--- src/rtl/score_display_bcd.sv ---
// score_display_bcd
//   Converts a binary score to BCD with a sequential shift-add-3 converter
//   (one bit per clock), holds the result in a display register that only
//   changes on completion, and produces a registered digit-sprite ROM
//   address for the pixel currently being scanned.
//
// Ports
//   clk, rst          system clock, asynchronous active-high reset
//   score_bin         binary score to convert
//   score_load        request a conversion of score_bin
//   col_addr_sig      current VGA column
//   row_addr_sig      current VGA row
//   busy              conversion in progress
//   conv_done         one-cycle pulse when bcd_out updates
//   overflow          last converted value exceeded 10^DIGITS-1
//   bcd_out           displayed digits, digit 0 in the MSBs
//   pic_num_addr      sprite ROM address for the current pixel
//   pic_num_valid     pixel lies inside a non-blanked digit cell
module score_display_bcd #(
    parameter int BIN_W    = 10,
    parameter int DIGITS   = 4,
    parameter int X0       = 195,
    parameter int Y0       = 283,
    parameter int DIG_W    = 25,
    parameter int DIG_H    = 40,
    parameter int ADDR_W   = 14,
    parameter int LZ_BLANK = 1
) (
    input  logic                  clk,
    input  logic                  rst,
    input  logic [BIN_W-1:0]      score_bin,
    input  logic                  score_load,
    input  logic [10:0]           col_addr_sig,
    input  logic [10:0]           row_addr_sig,
    output logic                  busy,
    output logic                  conv_done,
    output logic                  overflow,
    output logic [4*DIGITS-1:0]   bcd_out,
    output logic [ADDR_W-1:0]     pic_num_addr,
    output logic                  pic_num_valid
);

    localparam int CNT_W = $clog2(BIN_W + 1);

    localparam logic [1:0] ST_IDLE = 2'd0;
    localparam logic [1:0] ST_CONV = 2'd1;
    localparam logic [1:0] ST_DONE = 2'd2;

    function automatic logic [63:0] pow10(input int unsigned n);
        logic [63:0] r;
        r = 64'd1;
        for (int unsigned i = 0; i < n; i++) begin
            r = r * 64'd10;
        end
        return r;
    endfunction

    localparam logic [63:0] MAX_VAL = pow10(DIGITS) - 64'd1;

    localparam logic [ADDR_W-1:0] ROW_STRIDE   = ADDR_W'(10 * DIG_W);
    localparam logic [ADDR_W-1:0] DIGIT_STRIDE = ADDR_W'(DIG_W);

    // ------------------------------------------------------------------
    // Converter state
    // ------------------------------------------------------------------
    logic [1:0]            state_q, state_d;
    logic [BIN_W-1:0]      shift_q, shift_d;
    logic [4*DIGITS-1:0]   work_q, work_d;
    logic [CNT_W-1:0]      cnt_q, cnt_d;
    logic                  pending_q, pending_d;
    logic                  ovf_next_q, ovf_next_d;
    logic [4*DIGITS-1:0]   bcd_q, bcd_d;
    logic                  ovf_q, ovf_d;
    logic                  done_q, done_d;

    logic [63:0]           score_ext;
    logic [4*DIGITS-1:0]   adj;

    assign score_ext = 64'(score_bin);

    always_comb begin
        state_d    = state_q;
        shift_d    = shift_q;
        work_d     = work_q;
        cnt_d      = cnt_q;
        pending_d  = pending_q;
        ovf_next_d = ovf_next_q;
        bcd_d      = bcd_q;
        ovf_d      = ovf_q;
        done_d     = 1'b0;

        // add-3 correction on every digit that would reach >=10 after doubling
        adj = work_q;
        for (int unsigned i = 0; i < DIGITS; i++) begin
            if (adj[4*i +: 4] >= 4'd5) begin
                adj[4*i +: 4] = adj[4*i +: 4] + 4'd3;
            end
        end

        case (state_q)
            ST_IDLE: begin
                if (score_load) begin
                    shift_d    = score_bin;
                    work_d     = '0;
                    cnt_d      = CNT_W'(BIN_W);
                    ovf_next_d = (score_ext > MAX_VAL);
                    state_d    = ST_CONV;
                end
            end
            ST_CONV: begin
                {work_d, shift_d} = {adj, shift_q} << 1;
                cnt_d = cnt_q - CNT_W'(1);
                if (cnt_q == CNT_W'(1)) begin
                    state_d = ST_DONE;
                end
                if (score_load) begin
                    pending_d = 1'b1;
                end
            end
            ST_DONE: begin
                bcd_d  = ovf_next_q ? {DIGITS{4'h9}} : work_q;
                ovf_d  = ovf_next_q;
                done_d = 1'b1;
                // A load arriving in this very cycle counts as pending, so
                // restart immediately and keep busy asserted without a gap.
                if (pending_q || score_load) begin
                    pending_d  = 1'b0;
                    shift_d    = score_bin;
                    work_d     = '0;
                    cnt_d      = CNT_W'(BIN_W);
                    ovf_next_d = (score_ext > MAX_VAL);
                    state_d    = ST_CONV;
                end else begin
                    state_d = ST_IDLE;
                end
            end
            default: begin
                state_d = ST_IDLE;
            end
        endcase
    end

    always_ff @(posedge clk or posedge rst) begin
        if (rst) begin
            state_q    <= ST_IDLE;
            shift_q    <= '0;
            work_q     <= '0;
            cnt_q      <= '0;
            pending_q  <= 1'b0;
            ovf_next_q <= 1'b0;
            bcd_q      <= '0;
            ovf_q      <= 1'b0;
            done_q     <= 1'b0;
        end else begin
            state_q    <= state_d;
            shift_q    <= shift_d;
            work_q     <= work_d;
            cnt_q      <= cnt_d;
            pending_q  <= pending_d;
            ovf_next_q <= ovf_next_d;
            bcd_q      <= bcd_d;
            ovf_q      <= ovf_d;
            done_q     <= done_d;
        end
    end

    assign busy      = (state_q != ST_IDLE);
    assign conv_done = done_q;
    assign overflow  = ovf_q;
    assign bcd_out   = bcd_q;

    // ------------------------------------------------------------------
    // Pixel path
    // ------------------------------------------------------------------
    logic                 row_in;
    logic [10:0]          row_off;
    logic [DIGITS-1:0]    hit;
    logic [10:0]          col_off [DIGITS];

    assign row_in  = ({1'b0, row_addr_sig} >= 12'(Y0)) &&
                     ({1'b0, row_addr_sig} <  12'(Y0 + DIG_H));
    assign row_off = row_addr_sig - 11'(Y0);

    // Each digit cell has its own constant column window; no divider needed.
    for (genvar k = 0; k < DIGITS; k++) begin : g_cell
        localparam int LO = X0 + k * DIG_W;
        assign hit[k] = row_in &&
                        ({1'b0, col_addr_sig} >= 12'(LO)) &&
                        ({1'b0, col_addr_sig} <  12'(LO + DIG_W));
        assign col_off[k] = col_addr_sig - 11'(LO);
    end

    logic [ADDR_W-1:0] addr_q, addr_d;
    logic              valid_q, valid_d;
    logic              in_box;
    logic              lead_zero;
    logic              sel_blank;
    logic [3:0]        sel_dig;
    logic [3:0]        dig;
    logic [10:0]       sel_off;
    logic [ADDR_W-1:0] addr;

    always_comb begin
        in_box    = 1'b0;
        lead_zero = (LZ_BLANK != 0);
        sel_blank = 1'b0;
        sel_dig   = '0;
        sel_off   = '0;
        dig       = '0;
        for (int unsigned k = 0; k < DIGITS; k++) begin
            dig       = bcd_q[4*(DIGITS-1-k) +: 4];
            // running AND: still zero through every more-significant digit
            lead_zero = lead_zero && (dig == 4'd0);
            if (hit[k]) begin
                in_box    = 1'b1;
                sel_dig   = dig;
                sel_off   = col_off[k];
                sel_blank = lead_zero && (k != DIGITS - 1);
            end
        end

        addr = ADDR_W'(row_off) * ROW_STRIDE
             + ADDR_W'(sel_dig) * DIGIT_STRIDE
             + ADDR_W'(sel_off);

        addr_d  = in_box ? addr : addr_q;
        valid_d = in_box && !sel_blank;
    end

    always_ff @(posedge clk or posedge rst) begin
        if (rst) begin
            addr_q  <= '0;
            valid_q <= 1'b0;
        end else begin
            addr_q  <= addr_d;
            valid_q <= valid_d;
        end
    end

    assign pic_num_addr  = addr_q;
    assign pic_num_valid = valid_q;

endmodule

--- config.mk ---
export PLATFORM = sky130hd
export DESIGN_NAME = score_display_bcd
export DESIGN_NICKNAME = d
export VERILOG_FILES = /design/src/rtl/score_display_bcd.sv
export SDC_FILE = /design/constraint.sdc
export NUM_CORES = 1
export LEC_CHECK = 0
export ABC_CLOCK_PERIOD_IN_PS = 11800
export CAP_MARGIN = 20
export CORE_AREA = 2 2 123 125
export CTS_CLUSTER_SIZE = 30
export DETAILED_ROUTE_END_ITERATION = 10
export DIE_AREA = 0 0 125 127
export GPL_TIMING_DRIVEN = 0
export PLACE_DENSITY = 0.72
export SLEW_MARGIN = 10
export SYNTH_ARGS = -nofsm -noshare
export SYNTH_HDL_FRONTEND = slang
export SYNTH_SLANG_ARGS = --single-unit
--- constraint.sdc ---
create_clock -name clk -period 11.8 [get_ports clk]
set_clock_uncertainty 0.05 [all_clocks]
set_input_delay 2.36 -clock clk [delete_from_list [all_inputs] [get_ports clk]]
set_output_delay 2.36 -clock clk [all_outputs]
set_load 0.02 [all_outputs]
==> results.toml <==
[synthesis]
postSynthAreaPerCell_um2 = 9.20
netlist.top_cell.by_area = "dfrtp_1"
ys_ff_latch = 65
synth_mux_area_share_pct = 4.81
yosysWarnings = 0
synth.top_cell.area_share_pct = 25.3
yosys_most_used_dff = "dfrtp_1"
synth_top_family_by_area = "adder cells"
synthXorXnorAreaFrac_pct = 6.21
synth_area_um2 = 6420
synth_cell_type_count = 71
synth.most_common_cell = "inv_1"
ys_async_sr_fraction_pct = 100
netlist_instances = 698
synth-simple-area-share_pct = 12.5
syn_nets = 848
ys_top_cells_by_count = "inv_1, ha_1, dfrtp_1"
synth_fa_ha_area_share_pct = 26.3
synth-edff-count = 0
synth_area_leaders = "dfrtp_1, ha_1, fa_1, inv_1, xnor2_1"
synth_compound_area_share_pct = 16.9
yosysSeqAreaShare_pct = 25.3

[job]
maxCapViolCount = 0

[place]
dpl.hpwl_um = 11400
place_area_um2 = 7320
dp_slack_ps = 2530
port_buffers = 66
globalplace.congestion = 0.922

[detailed_routing]
via_count = 5241
via_per_inst = 5.44
wl_um = 14600
firstDrtPassIters = 5
ant_nets = 0
remaining_drc_errors = 0
post_drt_wl_per_cell_um = 15.2
drt_iter0_markers = 275

[clock_network]
cts_root_buf = "clkbuf_16"
holdBufCountCts = 0
clock_latency_ps = 330
cts_buffer_depth = 2
cts_tree = "yes"
cts_setup_buffers = 0
cts_resized = 0
htree_levels = 3
cts_sinks = 65
cts_made_buffers = 9
clk_pin_slew_worst_paths_ps = 50

[worst_setup_path]
worst-path-max-fanout = 8
r2r.worst_path.cells = 15
crit_path_start_kind = "input port"
crit_required_ps = 11960
r2r_slack_ps = 7210
endpoint_kind = "flop"
rr_endpoint = "pic_num_addr[12]"
worst_ep_arrival_time_ps = 9130
rr_startpoint = "bcd_out[12]"
criticalPathCategory = "input port to flop"

[global_route]
grt_max_degree = 66
grt_pass1_wl_um = 25000
antenna_found_initial = 0
gr-total-overflow = 0
use_met1_pct = 24.8
groute.layer.met2.usage_pct = 31.7
grt-busiest-layer = "met2"
use_met3_pct = 3.43
grt_pass1_vias = 5260
grtUsageTotal_pct = 19.0

[finish]
final_nets = 925
antennaDiodeCount = 0
utilization_pct = 52.7
drive_gt1_share_pct = 8.73
design_area_um2 = 7600
syn_to_final_growth_pct = 18.4

[floorplanning]
initial_core_util_pct = 44.5
coreArea_um2 = 14400
rows = 44
io_pins = 69
die_x_um = 125
die_area_um2 = 15900
die_y_um = 127

[worst_hold_path]
holdCritPathClass = "flop to flop"
hold_path_depth = 2
whs_endpoint = "shift_q[6]"
min_from = "shift_q[6]"

[sta]
slew_headroom_pct = 35.1
worst_slack_ps = 2840
setup_viol = 0
period_share_pct = 76.0
maxSlewViolCount = 0
clock.fmax_mhz = 112
rsz0062_at_grt = "no"
hold_viol = 0
fin_crit_ps = 8960
worstMarginPinSlew_ps = 967
tns_ps = 0

[power]
p_leak_nw = 3.63
vdd_drop_max_uv = 201
power_per_cell_area_nw_per_um2 = 273

[status]
status = "complete, no violations"
state kept, by name (all words and copies together) (netlist names):
register	count
pending_q	1
pic_num_addr	14
work_q	16
shift_q	10
pic_num_valid	1
conv_done	1
bcd_out	16
cnt_q	4
state_q	2
logic make-up after synthesis:
logic type,Yosys count
AOI/OAI and AO/OA,161
and+or+nand+nor,159
buffers and inverters,127
adders and majority gates,115
DFF,65
xor gates and xnor gates,44
muxes,26
other,1
worst max path at each step:
stage	end	cells after the start	startpoint	slack, ps
6_report	pic_num_addr[13]	27	row_addr_sig[0]	2840
5_1_grt	pic_num_addr[13]	27	row_addr_sig[0]	2300
4_1_cts	pic_num_addr[13]	27	row_addr_sig[1]	2830
3_5_place_dp	pic_num_addr[13]	26	row_addr_sig[2]	2530
3_3_place_gp	pic_num_addr[13]	26	row_addr_sig[2]	2590
2_1_floorplan	pic_num_addr[13]	26	row_addr_sig[2]	3710
final cells by class:
class	count	area (µm²)
Inverter	104	393
Timing Repair Buffer	66	661
Clock buffer	9	225
Clock inverter	6	60.1
Fill cell	1334	6820
Multi-Input combinational cell	506	4290
Buffer	23	120
Sequential cell	65	1630
Tap cell	184	230
cells in the final DEF (no fill, tap or decap), types with 4 or more instances in the layout:
master           Yosys  routed
nor4_1               7       7
nand3_1             17      17
ha_1                82      82
o31ai_1              4       4
nand2b_1             7       7
clkbuf_16            0       9
o21a_1               4       4
a22oi_1             11      11
o21ai_1              4       4
o21ai_0             38      38
a31oi_1              6       6
o21bai_1             6       6
nand2_1             52      52
a21o_1               8       8
mux2_4               5       5
nor3_1              10      10
xnor2_1             27      27
fa_1                33      33
a21oi_1             45      45
a222oi_1             4       4
nor2_1              37      37
clkbuf_1            14      14
xor2_1              16      16
mux2_2              18      18
clkdlybuf4s50_1      0      66
buf_4                4       4
inv_1              104     103
dfrtp_1             65      65
a41oi_1              4       4
metal layers:
layer / wire length (µm) / vias up / share of wire (%)
met5: 0 / - / 0
met4: 277 / 0 / 1.9
met3: 627 / 25 / 4.3
met2: 7070 / 117 / 48
met1: 6650 / 2528 / 45
li1: - / 2571 / -
worst max-delay path, stage by stage:
cell             delay, ps
clkdlybuf4s50_1        530
a21oi_1                340
nor2_1                 100
xnor2_1                770
xor2_1                 270
inv_1                   80
fa_1                   490
inv_1                   60
fa_1                   540
inv_1                   60
fa_1                   540
inv_1                   40
ha_1                   340
nand2_1                110
o21ai_0                 80
nor2_1                 130
xnor2_1                130
ha_1                   250
ha_1                   290
ha_1                   340
and2_1                 160
o21ai_0                150
o31ai_1                140
o41ai_1                340
o311ai_0               200
a21oi_1                220
nor4_2                  60
per-stage QoR:
step	hold slack (ps)	instances	power, W
6_report	425	963	0.00207
5_1_grt	441	963	0.00231
4_1_cts	426	963	0.00208
3_5_place_dp	409	948	0.00181
3_3_place_gp	411	948	0.00178
2_1_floorplan	397	698	0.00148
power breakdown:
part,switching (W),internal (W)
Combinational,0.000785,0.000651
Clock,0.0000934,0.000161
Sequential,0.0000772,0.000304
Note: power is estimated with default switching activity, not from simulation.
==> RTL edit 1 (same settings) <==
Set the parameter `ADDR_W` to 15 (it was 14).
--- a/src/rtl/score_display_bcd.sv
+++ b/src/rtl/score_display_bcd.sv
@@ -25,3 +25,3 @@
     parameter int DIG_H    = 40,
-    parameter int ADDR_W   = 14,
+    parameter int ADDR_W   = 15,
     parameter int LZ_BLANK = 1
Interface: changed (resized pic_num_addr); port bits go from 69 to 70. The function was not compared with the original's and may differ.
==> RTL edit 1 against the unedited design <==
  * Synthesized area rose by 4.5%
  * Sequential cell count increased by 1
  * Wire length increased by 3.8%
  * Final area grew 4.0%
  * Register-to-register slack worse by 370 ps
  * Sequential share of layout area decreased by 0.51 points
  * Setup slack lost 160 ps
  * Power is 12% higher
  * Critical path type unchanged
  * Critical endpoint is now pic_num_addr[14]$_DFFE_PP0P_
  * Highest routed layer unchanged
==> RTL edit 1: results (changes against the unedited design) <==
metric	value	unit	change
peakVddDrop	0.000209	V	was 0.000201 V
nFillCells	1357		was 1334
cts_resized	0		unchanged
syn-num-nets	906		was 848
crit_fanout	6		was 8
whs_path_depth	2		unchanged
grtUsageTotal	0.200		was 0.190
synth_compound_area_frac	0.170		was 0.169
synth_fa_ha_area_frac	0.261		was 0.263
r2r-start	bcd_out[8]$_DFFE_PP0P_		was bcd_out[12]$_DFFE_PP0P_
cp_slowest_stage_delay	640	ps	was 770 ps
crit_arrival	9290	ps	was 9130 ps
maxSlewHeadroom	0.463		was 0.351
ys_seq_area_frac	0.246		was 0.253
r2r_slack	6840	ps	was 7210 ps
numPortBuffers	64		was 66
reg2reg_to	pic_num_addr[14]$_DFFE_PP0P_		was pic_num_addr[12]$_DFFE_PP0P_
crit_family	adder cells		unchanged
synth_most_common_cell	inv_1		unchanged
drt-pass1-iter-count	5		unchanged
drive_gt1_frac	0.0900		was 0.0873
grt_max_degree	67		was 66
cts_buffers	9		unchanged
cts.clk_slew.worst_paths	50	ps	about the same
synthMuxAreaShare	0.0310		was 0.0481
clk_path_buf_depth	2		unchanged
ff2ff_path_depth	17		was 15
hp-class	flip-flop to flip-flop		unchanged
nets	982		was 925
wire_per_inst	14.9	um	was 15.2 um
hold_viol	0		unchanged
synth_common_cells	inv_1, ha_1, nand2_1		was inv_1, ha_1, dfrtp_1
synth_xor_xnor_area_share	0.0724		was 0.0621
root_buffer	clkbuf_16		unchanged
vias_per_cell	5.25		was 5.44
power_switching_share	0.484		was 0.461
htree_num_levels	3		unchanged
antenna_found_initial	0		unchanged
grt_pass1_vias	5519		was 5260
grt_pass1_wl	26.5	mm	was 25.0 mm
startpoint	row_addr_sig[2]		was row_addr_sig[0]
synthFlopType	dfrtp_1		unchanged
drtIter0Drc	234		was 275
synth_area_leaders	dfrtp_1, ha_1, fa_1		unchanged
critPathKind	input port to flip-flop		unchanged
synthCells	752		was 698
min_period	9120	ps	was 8960 ps
place_congestion	0.902		was 0.922
dp_cells	1001		was 948
place_hpwl	12.0	mm	was 11.4 mm
place_ws	2380	ps	was 2530 ps
yosysUniqueCellTypes	75		was 71
routed_wl	15.2	mm	was 14.6 mm
power.leakage	3.80	nW	was 3.63 nW
outcome	completed		unchanged
slowest_stage	a2111oi_0		was xnor2_1
RTL edit 1: cell families after synthesis:
kind of cell / Yosys count
flops: 66
simple gates: 189
buf+inv: 140
other cells: 1
compound gates: 168
xor+xnor: 52
mux: 17
fa+ha+maj: 119
RTL edit 1: metrics by stage:
stage                     instance area (um^2)  hold WS [ps]  utilization  total power [W]
after floorplan                           6710           397            -          0.00168
after CTS                                 7910           427        0.548          0.00234
after global routing                      7910           448        0.548          0.00257
final                                     7910           424        0.548          0.00232
after detailed placement                  7610           414        0.528          0.00205
after global placement                    7580           409        0.526          0.00202
RTL edit 1: routing by layer:
layer | global-route usage | vias up | routed length (um)
li1 | - | 2704 | -
met1 | 0.261 | 2539 | 6950
met2 | 0.353 | 85 | 7550
met3 | 0.0297 | 16 | 507
met4 | 0.0477 | 0 | 177
met5 | 0 | - | 0
RTL edit 1: power groups by stage:
stage	Sequential (W)	Combinational (W)	Clock, W
after floorplan	0.000393	0.00129	0
after global placement	0.000380	0.00164	0
after detailed placement	0.000381	0.00167	0
after CTS	0.000379	0.00169	0.000267
after global routing	0.000392	0.00191	0.000277
final	0.000380	0.00168	0.000262
RTL edit 1: final cells by class:
| type | count | area share |
|---|---|---|
| well taps | 184 | 0.0291 |
| clock buffers | 9 | 0.0285 |
| flip-flops and latches | 66 | 0.209 |
| inverters | 113 | 0.0540 |
| repair buffers | 65 | 0.0845 |
| clock inverters | 7 | 0.00886 |
| plain buffers | 27 | 0.0176 |
| multi-input cells | 546 | 0.569 |
RTL edit 1: worst min path at each step:
stage | from | end | slack [ps]
finish | pic_num_addr[12]$_DFFE_PP0P_ | pic_num_addr[12]$_DFFE_PP0P_ | 420
global route | pic_num_addr[12]$_DFFE_PP0P_ | pic_num_addr[12]$_DFFE_PP0P_ | 450
CTS | pic_num_addr[12]$_DFFE_PP0P_ | pic_num_addr[12]$_DFFE_PP0P_ | 430
detailed placement | shift_q[9]$_DFFE_PP0P_ | work_q[0]$_DFFE_PP0P_ | 410
global placement | shift_q[9]$_DFFE_PP0P_ | work_q[0]$_DFFE_PP0P_ | 410
floorplan | shift_q[8]$_DFFE_PP0P_ | shift_q[8]$_DFFE_PP0P_ | 400
RTL edit 1: tightest hold or removal path, cell delays in order, from the launching register on:
cell     delay (ps)
dfrtp_1         340
nand2_1          60
o21ai_2          50
==> RTL edit 2 (same settings) <==
Made on the original files. Make the reset (`rst`) synchronous in 2 clocked blocks. Comments in the files are not updated.
--- a/src/rtl/score_display_bcd.sv
+++ b/src/rtl/score_display_bcd.sv
@@ -142,3 +142,3 @@
 
-    always_ff @(posedge clk or posedge rst) begin
+    always_ff @(posedge clk) begin
         if (rst) begin
@@ -229,3 +229,3 @@
 
-    always_ff @(posedge clk or posedge rst) begin
+    always_ff @(posedge clk) begin
         if (rst) begin
Behaviour: differs if rst is asserted again (counterexample within 4 cycles, from zero or initial values and one cycle with rst high); with rst held inactive, the same outputs for 10 cycles.
==> RTL edit 2 against the unedited design <==
  * Synthesized area grew 0.94%
  * Setup slack lost 390 ps
  * Final area up 1.3%
  * Via count up 11%
  * Wire length rose by 8.0%
  * Power shrank 27%
  * Sequential cell count stayed put
  * Worst hold slack got worse by 19 ps
  * Largest cell class unchanged
  * Largest power group unchanged
==> RTL edit 2: results (changes against the unedited design) <==
metric	value	unit	change
numPortBuffers	63		was 66
drt-pass1-iter-count	7		was 5
clkCellAreaFrac	0.0460		was 0.0375
power_sequential	0.000230	W	was 0.000381 W
drtIter0Drc	341		was 275
bufAreaShareNonClock	0.103		about the same
cp_slowest_stage_delay	590	ps	was 770 ps
place_ws	2140	ps	was 2530 ps
place_congestion	0.917		was 0.922
pg_clk	0.000312	W	was 0.000254 W
nFlopsAndLatches	65		unchanged
final_area	7700	um^2	was 7600 um^2
grt_util_met1	0.265		was 0.248
ff_latch_area	1300	um^2	was 1630 um^2
power.density	196	nW/um^2	was 273 nW/um^2
p_int	0.000879	W	was 0.00112 W
grt_pass1_wl	26.8	mm	was 25.0 mm
wl_met1	7.14	mm	was 6.65 mm
routed_wl	15.8	mm	was 14.6 mm
n_all_buffers	99		was 89
synth_area_leaders	dfxtp_1, ha_1, fa_1		was dfrtp_1, ha_1, fa_1
grtUsageTotal	0.202		was 0.190
grt_max_degree	13		was 66
maxSlewHeadroom	0.251		was 0.351
nets	1034		was 925
synth_compound_area_frac	0.206		was 0.169
inv_count	105		was 104
multi_input_cells	604		was 506
grt_pass1_vias	5565		was 5260
synth_common_cells	nand2_1, inv_1, ha_1		was inv_1, ha_1, dfrtp_1
nFillCells	1371		was 1334
syn-num-nets	960		was 848
synth_fa_ha_area_frac	0.260		was 0.263
route.met2.wl	7.77	mm	was 7.07 mm
synth_xor_xnor_area_share	0.0720		was 0.0621
power.leakage	3.25	nW	was 3.63 nW
crit_arrival	9520	ps	was 9130 ps
outcome	completed		unchanged
met3_usage	0.0218		was 0.0343
peakVddDrop	0.000121	V	was 0.000201 V
synthMuxAreaShare	0.00656		was 0.0481
synthArstFlopShare	0		was 1.00
place_hpwl	12.5	mm	was 11.4 mm
RTL edit 2: cell count changes in the layout (fill, tap and decap cells not counted), sizes merged, moves of 4 or more:
cell,before,now
a21oi,46,78
dfxtp,0,65
nand3,18,24
a311oi,1,8
dfrtp,65,0
buf,9,15
mux2,24,2
a211oi,3,7
a222oi,4,0
nand2,52,115
a22oi,11,7
clkbuf,23,31
RTL edit 2: final timing paths:
kind                                                    start  slack [ps]                            end  cells after the start
worst max-delay path                          row_addr_sig[2]        2450  pic_num_addr[13]$_SDFFE_PP0P_                     28
worst min-delay path            pic_num_addr[10]$_SDFFE_PP0P_         410  pic_num_addr[10]$_SDFFE_PP0P_                      2
worst max register to register        bcd_out[4]$_SDFFE_PP0P_        7020  pic_num_addr[13]$_SDFFE_PP0P_                     16
worst min register to register  pic_num_addr[10]$_SDFFE_PP0P_         410  pic_num_addr[10]$_SDFFE_PP0P_                      2
